`src/rtl/mem_arbiter_if.sv`:
```
// Request/response bundle between the fetch/memory stages, the arbiter and the unified memory.
// Pure wiring, no latency; requesters hold their level until the matching done pulse.
// The arbiter uses the slave modport; the stages and the memory model use the master side.
interface mem_arbiter_if #(
    parameter int AW = 16,
    parameter int DW = 16
);
    logic          if_req;
    logic [AW-1:0] if_addr;
    logic          dm_rd;
    logic          dm_wr;
    logic [AW-1:0] dm_addr;
    logic [DW-1:0] dm_wdata;

    logic          mem_rd;
    logic          mem_wr;
    logic [AW-1:0] mem_addr;
    logic [DW-1:0] mem_wdata;
    logic [DW-1:0] mem_rdata;

    logic [DW-1:0] if_rdata;
    logic          if_done;
    logic [DW-1:0] dm_rdata;
    logic          dm_done;
    logic          err;
    logic          busy;

    modport slave (
        input  if_req, if_addr, dm_rd, dm_wr, dm_addr, dm_wdata, mem_rdata,
        output mem_rd, mem_wr, mem_addr, mem_wdata,
        output if_rdata, if_done, dm_rdata, dm_done, err, busy
    );

    modport master (
        output if_req, if_addr, dm_rd, dm_wr, dm_addr, dm_wdata, mem_rdata,
        input  mem_rd, mem_wr, mem_addr, mem_wdata,
        input  if_rdata, if_done, dm_rdata, dm_done, err, busy
    );
endinterface

```
`src/rtl/mem_arbiter.sv`:
```
// Shares one fixed-latency single-ported memory between fetch (IF) and data (DM) requesters.
// Latency: LAT+1 cycles from request sample to done pulse; rejected requests complete in 1.
// Backpressure: requesters hold their level until done; the other port waits in IDLE.
module mem_arbiter #(
    parameter int LAT = 4,
    parameter int AW  = 16,
    parameter int DW  = 16
) (
    input  logic             clk,
    input  logic             rst,
    mem_arbiter_if.slave     bus
);
    typedef enum logic [1:0] {IDLE, ACC_I, ACC_D} state_t;

    localparam logic [3:0] CNT_INIT = 4'(LAT - 1);

    state_t        state;
    logic [3:0]    cnt;

    logic          dm_req;
    logic          if_ok;
    logic          req_bad;
    logic [AW-1:0] req_addr;
    logic [DW-1:0] req_wdata;

    // A port whose done is high this cycle is still dropping its level; keep it out of arbitration.
    assign dm_req = (bus.dm_rd | bus.dm_wr) & ~bus.dm_done;
    assign if_ok  = bus.if_req & ~bus.if_done;

    always_comb begin
        req_addr  = bus.if_addr;
        req_wdata = '0;
        req_bad   = bus.if_addr[0];
        if (dm_req) begin
            req_addr  = bus.dm_addr;
            req_wdata = bus.dm_wdata;
            req_bad   = (bus.dm_rd & bus.dm_wr) | bus.dm_addr[0];
        end
    end

    always_ff @(posedge clk) begin
        if (rst) begin
            state         <= IDLE;
            cnt           <= '0;
            bus.mem_rd    <= 1'b0;
            bus.mem_wr    <= 1'b0;
            bus.mem_addr  <= '0;
            bus.mem_wdata <= '0;
            bus.if_rdata  <= '0;
            bus.if_done   <= 1'b0;
            bus.dm_rdata  <= '0;
            bus.dm_done   <= 1'b0;
            bus.err       <= 1'b0;
            bus.busy      <= 1'b0;
        end else begin
            bus.if_done <= 1'b0;
            bus.dm_done <= 1'b0;
            bus.err     <= 1'b0;
            case (state)
                IDLE: begin
                    if (dm_req || if_ok) begin
                        if (req_bad) begin
                            // Rejected: no strobe, answer next cycle with err alongside done.
                            bus.err     <= 1'b1;
                            bus.dm_done <= dm_req;
                            bus.if_done <= ~dm_req;
                        end else begin
                            state         <= dm_req ? ACC_D : ACC_I;
                            cnt           <= CNT_INIT;
                            bus.mem_rd    <= dm_req ? bus.dm_rd : 1'b1;
                            bus.mem_wr    <= dm_req & bus.dm_wr;
                            bus.mem_addr  <= req_addr;
                            bus.mem_wdata <= req_wdata;
                            bus.busy      <= 1'b1;
                        end
                    end
                end
                ACC_I, ACC_D: begin
                    if (cnt == 4'd0) begin
                        state      <= IDLE;
                        bus.mem_rd <= 1'b0;
                        bus.mem_wr <= 1'b0;
                        bus.busy   <= 1'b0;
                        if (state == ACC_I) begin
                            bus.if_rdata <= bus.mem_rdata;
                            bus.if_done  <= 1'b1;
                        end else begin
                            if (bus.mem_rd) begin
                                bus.dm_rdata <= bus.mem_rdata;
                            end
                            bus.dm_done <= 1'b1;
                        end
                    end else begin
                        cnt <= cnt - 4'd1;
                    end
                end
                default: state <= IDLE;
            endcase
        end
    end
endmodule
```
`src/flat_wrapper.sv`:
```
// flat-port wrapper written by rule: the top's interface ports become plain ports
module mem_arbiter_flat 
#(
    parameter int LAT = 4,
    parameter int AW  = 16,
    parameter int DW  = 16
)
  (clk, rst, bus_if_req, bus_if_addr, bus_dm_rd, bus_dm_wr, bus_dm_addr, bus_dm_wdata, bus_mem_rdata, bus_mem_rd, bus_mem_wr, bus_mem_addr, bus_mem_wdata, bus_if_rdata, bus_if_done, bus_dm_rdata, bus_dm_done, bus_err, bus_busy);
  mem_arbiter_if #(.AW(AW), .DW(DW)) bus_i ();
  input  logic clk;
  input  logic rst;
  input wire logic [$bits(bus_i.if_req)-1:0] bus_if_req;
  input wire logic [$bits(bus_i.if_addr)-1:0] bus_if_addr;
  input wire logic [$bits(bus_i.dm_rd)-1:0] bus_dm_rd;
  input wire logic [$bits(bus_i.dm_wr)-1:0] bus_dm_wr;
  input wire logic [$bits(bus_i.dm_addr)-1:0] bus_dm_addr;
  input wire logic [$bits(bus_i.dm_wdata)-1:0] bus_dm_wdata;
  input wire logic [$bits(bus_i.mem_rdata)-1:0] bus_mem_rdata;
  output wire logic [$bits(bus_i.mem_rd)-1:0] bus_mem_rd;
  output wire logic [$bits(bus_i.mem_wr)-1:0] bus_mem_wr;
  output wire logic [$bits(bus_i.mem_addr)-1:0] bus_mem_addr;
  output wire logic [$bits(bus_i.mem_wdata)-1:0] bus_mem_wdata;
  output wire logic [$bits(bus_i.if_rdata)-1:0] bus_if_rdata;
  output wire logic [$bits(bus_i.if_done)-1:0] bus_if_done;
  output wire logic [$bits(bus_i.dm_rdata)-1:0] bus_dm_rdata;
  output wire logic [$bits(bus_i.dm_done)-1:0] bus_dm_done;
  output wire logic [$bits(bus_i.err)-1:0] bus_err;
  output wire logic [$bits(bus_i.busy)-1:0] bus_busy;
  assign bus_i.if_req = bus_if_req;
  assign bus_i.if_addr = bus_if_addr;
  assign bus_i.dm_rd = bus_dm_rd;
  assign bus_i.dm_wr = bus_dm_wr;
  assign bus_i.dm_addr = bus_dm_addr;
  assign bus_i.dm_wdata = bus_dm_wdata;
  assign bus_i.mem_rdata = bus_mem_rdata;
  assign bus_mem_rd = bus_i.mem_rd;
  assign bus_mem_wr = bus_i.mem_wr;
  assign bus_mem_addr = bus_i.mem_addr;
  assign bus_mem_wdata = bus_i.mem_wdata;
  assign bus_if_rdata = bus_i.if_rdata;
  assign bus_if_done = bus_i.if_done;
  assign bus_dm_rdata = bus_i.dm_rdata;
  assign bus_dm_done = bus_i.dm_done;
  assign bus_err = bus_i.err;
  assign bus_busy = bus_i.busy;
  mem_arbiter #(.LAT(LAT), .AW(AW), .DW(DW)) u_core (.clk(clk), .rst(rst), .bus(bus_i));
endmodule
```
`config.mk`:
```
export PLATFORM = sky130hd
export DESIGN_NAME = mem_arbiter_flat
export DESIGN_NICKNAME = d
export VERILOG_FILES = /design/src/rtl/mem_arbiter_if.sv /design/src/rtl/mem_arbiter.sv /design/src/flat_wrapper.sv
export SDC_FILE = /design/constraint.sdc
export NUM_CORES = 1
export LEC_CHECK = 0
export CORE_AREA = 2 2 96 98
export CTS_CLUSTER_SIZE = 10
export DETAILED_ROUTE_END_ITERATION = 6
export DIE_AREA = 0 0 98 100
export PLACE_DENSITY = 0.73
export SETUP_SLACK_MARGIN = 0.4
export SYNTH_ARGS = -nofsm -noshare
export SYNTH_HDL_FRONTEND = slang
export SYNTH_SLANG_ARGS = --single-unit
export TNS_END_PERCENT = 10
```
`constraint.sdc`:
```
create_clock -name clk -period 1.6 [get_ports clk]
set_input_delay 0.24 -clock clk [delete_from_list [all_inputs] [get_ports clk]]
set_output_delay 0.24 -clock clk [all_outputs]
set_load 0.01 [all_outputs]
```
==> impl_metrics.json, run 1 <==
{
  "violations": "setup timing",
  "grt_max_degree": 63,
  "tightest_slew_ns": 0.303,
  "ir_drop_mv": 0.977,
  "final_nets": 621,
  "num_rows": 35,
  "postLayoutCoreUtil": 0.614,
  "track_usage": 0.210,
  "fp.dieW_um": 98,
  "yosysWarnings": 0,
  "diodes": 0,
  "syn_area_per_cell_um2": 8.58,
  "slowest_delay_ns": 0.54,
  "yosys-top-cells-area": "dfxtp_1 46%, nand2_1 11%, a21oi_1 9.4%",
  "fin_crit_sh": 1.05,
  "p_leak_nw": 2.07,
  "cp.required_ns": 1.89,
  "ys_types": 46,
  "dieHeight_um": 100,
  "finalMaxSlewViolations": 0,
  "synthesis.nets": 463,
  "grt_pass1_vias": 3510,
  "setup_slack_ns": -0.0841,
  "routedWlPerCell_um": 15.9,
  "cts_made_buffers": 9,
  "fillers": 763,
  "worstSetupStartpointType": "flop",
  "synth-seq-cells": 76,
  "final-seq-area_mm2": 0.00153,
  "syn_area_mm2": 0.00334,
  "post_dp_cell_area_mm2": 0.00507,
  "rsz0062_at_grt": "yes",
  "p_per_area_mw_per_mm2": 1530,
  "routed_wl_um": 10500,
  "io_pins": 139,
  "critical-path-slowest-cell": "or4b_4",
  "syn-instance-count": 389,
  "io_buffer_count": 138,
  "cts-root-buf": "clkbuf_8",
  "design_area_mm2": 0.00546,
  "dr.pass1.iters": 4,
  "antenna_found_initial": 0,
  "clockBufferDepth": 2,
  "cts.clk_slew.worst_paths_ns": 0.09,
  "placedCellCount": 640,
  "start_util": 0.376,
  "cp-end-kind": "flop",
  "place_congestion": 0.844,
  "async_flop_share": 0,
  "setup_viol": 29,
  "area_growth_pct": 63.4,
  "dp_hpwl_um": 7150,
  "synth_enable_flop_cells": 0,
  "drt_iter0_markers": 84,
  "path_max_fanout": 6,
  "multi_input_area_mm2": 0.00189,
  "worstHoldPathType": "input port to flop",
  "drive_above_1_share": 0.402,
  "dieArea_mm2": 0.00980,
  "grt_overflow": 0,
  "fin_tns_setup_ns": -0.916,
  "clk_latency_ns": 0.35,
  "crit_chain": "or4b_4 > o311ai_4 > buf_12 > buf_8 > nand4_1 > a21oi_2",
  "total_power_mw": 8.34,
  "detail_route.vias_per_cell": 5.20,
  "postRouteAntennaNets": 0,
  "critPathKind": "flop to flop",
  "fp.coreArea_mm2": 0.00889,
  "relSlewSlack": 0.797,
  "synth-seq-area-share": 0.456,
  "htree_levels": 3,
  "grt_pass1_wl_um": 16900,
  "mostFrequentLayoutCells": "72 x nand2_1, 68 x dfxtp_1, 63 x clkdlybuf4s50_1",
  "vias": 3448,
  "period_needed_ns": 1.68,
  "ys.flop_type": "dfxtp_1",
  "fin_cells": 663,
  "maxCapViolations": 0,
  "cts_tree": "done",
  "fmax_mhz": 594,
  "drc": 0,
  "synth_top_area_share": 0.456,
  "cts_sinks": 76,
  "finClkSkew_ns": 0.0145,
  "critPathArrivalTime_ns": 1.97,
  "finalHoldViolCount": 0,
  "post_cts_hold_buffer_count": 0,
  "synth_area_leader_cell": "dfxtp_1",
  "status": "finished with violations",
  "layout_commonest_cell": "nand2_1"
}
final timing paths:
kind                     startpoint                       end  cells after the start  slack (ns)
max              u_core.bus.dm_done  u_core.bus.mem_wdata[12]                      6       -0.08
max reg2reg      u_core.bus.dm_done  u_core.bus.mem_wdata[12]                      6       -0.08
min reg2reg  u_core.bus.if_rdata[6]    u_core.bus.if_rdata[6]                      2        0.45
min                             rst             u_core.cnt[2]                      3        0.39
synthesized netlist by cell type, types with 2 or more instances:
cell type and instances:
and3_1 2, buf_4 2, a31oi_1 3, a311oi_2 12, nand2_1 100, nand2b_1 4, inv_1 8, ha_1 5
nor3_1 3, nand4_1 16, a311oi_1 9, and2_1 2, nand3_1 3, nor2b_1 3, a32o_1 3, dfxtp_1 76
buf_6 4, clkbuf_1 21, a21oi_1 63, o21ai_0 16, o21a_1 2, or3_1 2, buf_2 5, a31o_2 3
registers in the layout, summed over array words and instances (netlist names):
signal / flops
u_core.bus.err: 1
u_core.bus.busy: 1
u_core.bus.mem_addr: 16
u_core.bus.mem_rd: 1
u_core.cnt: 4
u_core.bus.mem_wr: 1
u_core.bus.dm_done: 1
u_core.bus.mem_wdata: 16
u_core.bus.if_rdata: 16
u_core.state: 2
u_core.bus.if_done: 1
u_core.bus.dm_rdata: 16
logic make-up after synthesis:
kind of cell | synth area share
XOR/XNOR | 0.00262
AO/OA/AOI/OAI | 0.259
adder cells (fa/ha/maj) | 0.0217
flip-flops | 0.456
buffers and inverters | 0.0596
AND/OR/NAND/NOR | 0.202
report_power, final:
| group | internal, mW | switching (mW) |
|---|---|---|
| Clock | 0.780 | 0.767 |
| Combinational | 2.06 | 2.19 |
| Sequential | 2.30 | 0.251 |
| Total | 5.14 | 3.20 |
critical path, delay by kind of cell, from the launching register on:
kind,cells,cell delay (ns)
AOI/OAI and AO/OA,2,0.27
and+or+nand+nor,2,0.69
DFF,1,0.36
buffers and inverters,2,0.30
layout make-up:
cell class / instances / area share
flip-flops and latches: 76 / 0.281
multi-input cells: 272 / 0.346
clock inverters: 6 / 0.0131
well taps: 111 / 0.0254
clock buffers: 10 / 0.0252
repair buffers: 180 / 0.303
inverters: 8 / 0.00550
through the flow:
step | setup slack, ns | hold slack, ns
global placement | -0.380 | 0.441
detailed placement | -0.458 | 0.447
floorplan | 0.0118 | 0.376
finish | -0.0841 | 0.388
global route | -0.139 | 0.381
CTS | -0.0801 | 0.351
what timing repair did:
action / 4_1_cts / 5_1_grt
setup endpoints to repair: 146 / 143
gates cloned: 2 / 1
pin swaps: 62 / 38
gates resized for setup: 252 / 65
setup buffers: 3 / 1
layer usage:
| metal | up-vias | GRT usage | wire length (µm) |
|---|---|---|---|
| met4 | 0 | 0.0823 | 150 |
| met3 | 12 | 0.0682 | 769 |
| met2 | 127 | 0.364 | 5280 |
| met5 | - | 0 | 0 |
| met1 | 1609 | 0.243 | 4320 |
| li1 | 1700 | - | - |
Power figures use the tool's default switching activity.
==> inputs of run 2 (changes only) <==
--- a/config.mk
+++ b/config.mk
@@ -9,7 +9,8 @@
 export CTS_CLUSTER_SIZE = 10
 export DETAILED_ROUTE_END_ITERATION = 6
 export DIE_AREA = 0 0 98 100
-export PLACE_DENSITY = 0.73
+export PLACE_DENSITY = 0.77
+export REMOVE_ABC_BUFFERS = 1
 export SETUP_SLACK_MARGIN = 0.4
 export SYNTH_ARGS = -nofsm -noshare
 export SYNTH_HDL_FRONTEND = slang
==> run 2 against run 1 <==
  * The run still ends with setup timing left
  * First-iteration DRC count up 14%
  * Clock power up 3%
  * Sequential power hardly changed
  * Sequential cell count is the same
  * Via count up 4.6%
  * Non-clock buffer count increased by 4
  * Hold slack got worse by 0.035 ns
  * Critical path depth did not move
  * Critical endpoint is now u_core.bus.mem_addr[6]
==> impl_metrics.json, run 2 (synthesized netlist as in run 1, its figures left out) <==
{
  "p_leak_nw": 2.25,
  "grt_max_degree": 33,
  "clk_latency_ns": 0.34,
  "violations": "setup timing",
  "mostFrequentLayoutCells": "71 x dfxtp_1, 67 x nand2_1, 63 x clkdlybuf4s50_1",
  "detail_route.vias_per_cell": 5.41,
  "fin_crit_sh": 1.01,
  "finalMaxSlewViolations": 0,
  "antenna_found_initial": 0,
  "setup_viol": 21,
  "holdWs_ns": 0.353,
  "dieHeight_um": 100,
  "crit_chain": "or4b_4 > o311ai_4 > buf_12 > buf_12 > a21oi_4 > a311oi_2",
  "final_nets": 625,
  "r2r_end": "u_core.bus.mem_addr[6]",
  "sw_frac_of_total": 0.376,
  "drt_iter0_markers": 96,
  "dp_hpwl_um": 7140,
  "seq_power_share": 0.304,
  "routedWlPerCell_um": 16.0,
  "grt_overflow": 0,
  "rsz0062_at_grt": "yes",
  "num_rows": 35,
  "htree_levels": 3,
  "routed_wl_um": 10700,
  "slowest_delay_ns": 0.51,
  "dr.pass1.iters": 5,
  "dieArea_mm2": 0.00980,
  "fin_tns_setup_ns": -0.206,
  "grt_pass1_wl_um": 17400,
  "io_pins": 139,
  "track_usage": 0.217,
  "io_buffer_count": 138,
  "cp.required_ns": 1.85,
  "clkPwrFrac": 0.190,
  "tightest_slew_ns": 0.446,
  "fp.coreArea_mm2": 0.00889,
  "finalHoldViolCount": 0,
  "power_frac_comb": 0.506,
  "start_util": 0.376,
  "cts.clk_slew.worst_paths_ns": 0.08,
  "p_per_area_mw_per_mm2": 1500,
  "relSlewSlack": 0.703,
  "cts_made_buffers": 9,
  "area_growth_pct": 67.1,
  "ir_drop_mv": 0.664,
  "fillers": 739,
  "maxCapViolations": 0,
  "diodes": 0,
  "power.internal_mw": 5.23,
  "grt_pass1_vias": 3746,
  "power_switching_mw": 3.16,
  "layout_commonest_cell": "dfxtp_1",
  "critPathKind": "flop to flop",
  "setup_slack_ns": -0.0222,
  "cts_tree": "done",
  "cp-end-kind": "flop",
  "crit_end": "u_core.bus.mem_addr[6]",
  "fp.dieW_um": 98,
  "period_needed_ns": 1.62,
  "worstHoldPathType": "input port to flop",
  "status": "finished with violations",
  "cts-root-buf": "clkbuf_8",
  "r2r-start": "u_core.bus.dm_done",
  "critical-path-slowest-cell": "or4b_4",
  "worstSetupStartpointType": "flop",
  "postRouteAntennaNets": 0,
  "critPathArrivalTime_ns": 1.87,
  "cp_common_cell": "buf_12",
  "cp-startpoint": "u_core.bus.dm_done",
  "finClkSkew_ns": 0.0137,
  "drc": 0,
  "r2r_setup_slack_ns": -0.02,
  "ff2ff_path_depth": 6,
  "place_congestion": 0.854,
  "place_ws_ns": -0.480,
  "final-seq-area_mm2": 0.00153,
  "drive_above_1_share": 0.397,
  "path_max_fanout": 7,
  "multi_input_area_mm2": 0.00202,
  "cts_sinks": 76,
  "post_cts_hold_buffer_count": 0,
  "fmax_mhz": 616,
  "vias": 3607,
  "clockBufferDepth": 2
}
-- run 2: timing repair --
| item | in CTS | in global routing |
|---|---|---|
| pin swaps | 98 | 37 |
| setup endpoints to repair | 146 | 138 |
| gates resized for setup | 245 | 83 |
| gates cloned | 2 | 0 |
| hold endpoints to repair | 0 | 0 |
| buffers inserted | 6 | 0 |
-- run 2: worst min path at each step --
stage,to,startpoint,cells past startpoint
6_report,u_core.bus.mem_addr[4],rst,2
5_1_grt,u_core.bus.mem_addr[4],rst,2
4_1_cts,u_core.bus.mem_addr[4],rst,2
3_5_place_dp,u_core.bus.dm_rdata[10],u_core.bus.dm_rdata[10],2
3_3_place_gp,u_core.bus.if_rdata[14],u_core.bus.if_rdata[14],2
2_1_floorplan,u_core.bus.mem_addr[10],rst,1
-- run 2: area by class of cell --
class	count	area share
multi-input combinational	272	0.361
timing repair buffer	184	0.295
sequential	76	0.275
tap	111	0.0249
clock buffer	10	0.0229
clock inverter	6	0.0157
inverter	8	0.00538
-- run 2: metrics by stage --
step	instances	util	instance area, µm²	power [mW]
after global placement	643	0.566	5030	6.17
after global routing	667	0.628	5580	8.85
after CTS	667	0.641	5690	8.32
after detailed placement	643	0.566	5030	6.26
final	667	0.628	5580	8.38
after floorplan	356	-	3170	4.32
-- run 2: critical path: cells and delay by family (launching register included) --
family / cells / cell delay, ns
flops: 1 / 0.37
simple gates: 1 / 0.51
compound gates: 3 / 0.34
buf+inv: 2 / 0.31
-- run 2: layer usage --
metal | track usage | routed length [µm] | share of wire
met1 | 0.251 | 4220 | 0.40
met2 | 0.384 | 5350 | 0.50
met3 | 0.0557 | 872 | 0.082
met4 | 0.0919 | 214 | 0.020
met5 | 0 | 0 | 0
-- run 2: power groups by stage --
stage	clock network [mW]	registers [mW]	logic [mW]
4_1_cts	1.63	2.54	4.15
3_3_place_gp	0	2.55	3.63
5_1_grt	1.70	2.60	4.55
3_5_place_dp	0	2.55	3.71
6_report	1.59	2.55	4.25
2_1_floorplan	0	2.69	1.64
==> inputs of run 3 (changes only) <==
--- a/config.mk
+++ b/config.mk
@@ -5,11 +5,12 @@
 export SDC_FILE = /design/constraint.sdc
 export NUM_CORES = 1
 export LEC_CHECK = 0
-export CORE_AREA = 2 2 96 98
+export CORE_AREA = 2 2 95 97
+export CTS_BUF_LIST = sky130_fd_sc_hd__clkbuf_8
 export CTS_CLUSTER_SIZE = 10
 export DETAILED_ROUTE_END_ITERATION = 6
-export DIE_AREA = 0 0 98 100
-export PLACE_DENSITY = 0.77
+export DIE_AREA = 0 0 97 99
+export PLACE_DENSITY = 0.75
 export REMOVE_ABC_BUFFERS = 1
 export SETUP_SLACK_MARGIN = 0.4
 export SYNTH_ARGS = -nofsm -noshare
==> constraint.sdc (replaced) <==
create_clock -name clk -period 2 [get_ports clk]
set_input_delay 0.3 -clock clk [delete_from_list [all_inputs] [get_ports clk]]
set_output_delay 0.3 -clock clk [all_outputs]
set_load 0.01 [all_outputs]
==> run 3 against run 2 <==
  * The run now ends clean
  * Sequential share of layout area rose by 0.73 points
  * Final cell count fell by 1.8%
  * Count of clock-buffer cells in the layout unchanged
  * Wire length shrank 1.8%
  * Global-route usage shrank 1.5 points
  * Sequential cell count unchanged
  * Via count down 3.3%
  * Non-clock buffer count is 8 lower
  * Critical path depth shrank 1
  * Clock skew decreased by 0.0041 ns
  * Utilization grew 0.53 points
  * Hold slack improved by 0.037 ns
  * Largest power group unchanged
==> impl_metrics.json, run 3 (synthesized netlist as in run 1, its figures left out) <==
{
  "cp.required_ns": 2.27,
  "cts-root-buf": "clkbuf_8",
  "ir_drop_mv": 0.529,
  "rsz0062_at_grt": "yes",
  "path_max_fanout": 9,
  "dp_hpwl_um": 7060,
  "post_dp_cell_area_mm2": 0.00497,
  "cp-end-kind": "flop",
  "grt_max_degree": 59,
  "mostFrequentLayoutCells": "133 x clkdlybuf4s50_1, 100 x nand2_1, 74 x dfxtp_1",
  "grt_pass1_vias": 3372,
  "area_growth_pct": 62.1,
  "finClkSkew_ns": 0.00962,
  "place_congestion": 0.794,
  "final_nets": 617,
  "io_pins": 139,
  "critPathKind": "flop to flop",
  "grt_pass1_wl_um": 16100,
  "clk_latency_ns": 0.34,
  "dr.pass1.iters": 4,
  "fp.dieW_um": 97,
  "cts.clk_slew.worst_paths_ns": 0.08,
  "start_util": 0.391,
  "fp.coreArea_mm2": 0.00855,
  "fmax_mhz": 607,
  "setup_viol": 0,
  "antenna_found_initial": 1,
  "dieArea_mm2": 0.00960,
  "postRouteAntennaNets": 0,
  "postLayoutCoreUtil": 0.633,
  "htree_levels": 3,
  "post_cts_hold_buffer_count": 0,
  "clockBufferDepth": 2,
  "dieHeight_um": 99,
  "cts_tree": "done",
  "io_buffer_count": 138,
  "holdWs_ns": 0.390,
  "drt_iter0_markers": 112,
  "cts_sinks": 76,
  "period_needed_ns": 1.65,
  "relSlewSlack": 0.645,
  "tightest_slew_ns": 0.531,
  "detail_route.vias_per_cell": 5.33,
  "layout_commonest_cell": "clkdlybuf4s50_1",
  "total_power_mw": 6.53,
  "routedWlPerCell_um": 16.0,
  "critPathArrivalTime_ns": 1.92,
  "routed_wl_um": 10500,
  "grt_overflow": 0,
  "drc": 0,
  "finalHoldViolCount": 0,
  "cts_made_buffers": 9,
  "p_per_area_mw_per_mm2": 1210,
  "vias": 3488,
  "maxCapViolations": 0,
  "track_usage": 0.202,
  "diodes": 0,
  "finalMaxSlewViolations": 0,
  "drive_above_1_share": 0.181,
  "status": "complete, no violations",
  "worstHoldPathType": "input port to flop",
  "num_rows": 34,
  "p_leak_nw": 1.92,
  "design_area_mm2": 0.00541,
  "fin_crit_sh": 0.823,
  "worstSetupStartpointType": "flop"
}
==> run 3: metrics by stage <==
stage / setup slack (ns) / instances / TNS, ns
floorplan: -0.280 / 356 / -3.81
global placement: -0.117 / 634 / -3.05
detailed placement: -0.190 / 634 / -5.04
CTS: 0.343 / 652 / 0
global route: 0.302 / 655 / 0
finish: 0.354 / 655 / 0
==> run 3: repair_timing <==
item	in CTS	in global routing
cloned	1	2
pin swaps	3	14
gates resized for setup	20	35
setup buffers	2	1
setup endpoints to repair	47	81
==> run 3: worst max-delay path, stage by stage (launching register included) <==
cell and delay (ns):
dfxtp_4 0.37, or4b_4 0.51, o311ai_4 0.18, buf_6 0.22, nand4_1 0.11, a21oi_1 0.17
==> run 3: worst paths after layout <==
path,from,end,slack (ns),cells past startpoint
max,u_core.bus.dm_done,u_core.bus.mem_wdata[3],0.35,5
min,rst,u_core.bus.if_rdata[0],0.39,2
max reg2reg,u_core.bus.dm_done,u_core.bus.mem_wdata[3],0.35,5
min reg2reg,u_core.bus.dm_rdata[10],u_core.bus.dm_rdata[10],0.46,2
==> run 3: area by class of cell <==
type,count,area (µm²)
Clock buffer,10,138
Clock inverter,5,60.1
Fill cell,724,3140
Inverter,8,30.0
Multi-Input combinational cell,272,1760
Sequential cell,76,1530
Tap cell,108,135
Timing Repair Buffer,176,1770
==> run 3: where the power goes <==
group          switching [mW]  internal (mW)  total (mW)
Clock                   0.581          0.611        1.19
Sequential              0.211           1.83        2.04
Combinational            1.63           1.66        3.29
Total                    2.42           4.10        6.53
==> run 3: metal layers <==
metal | track usage | part of all wire
met1 | 0.241 | 0.41
met2 | 0.351 | 0.49
met3 | 0.0638 | 0.083
met4 | 0.0596 | 0.016
met5 | 0 | 0.0012
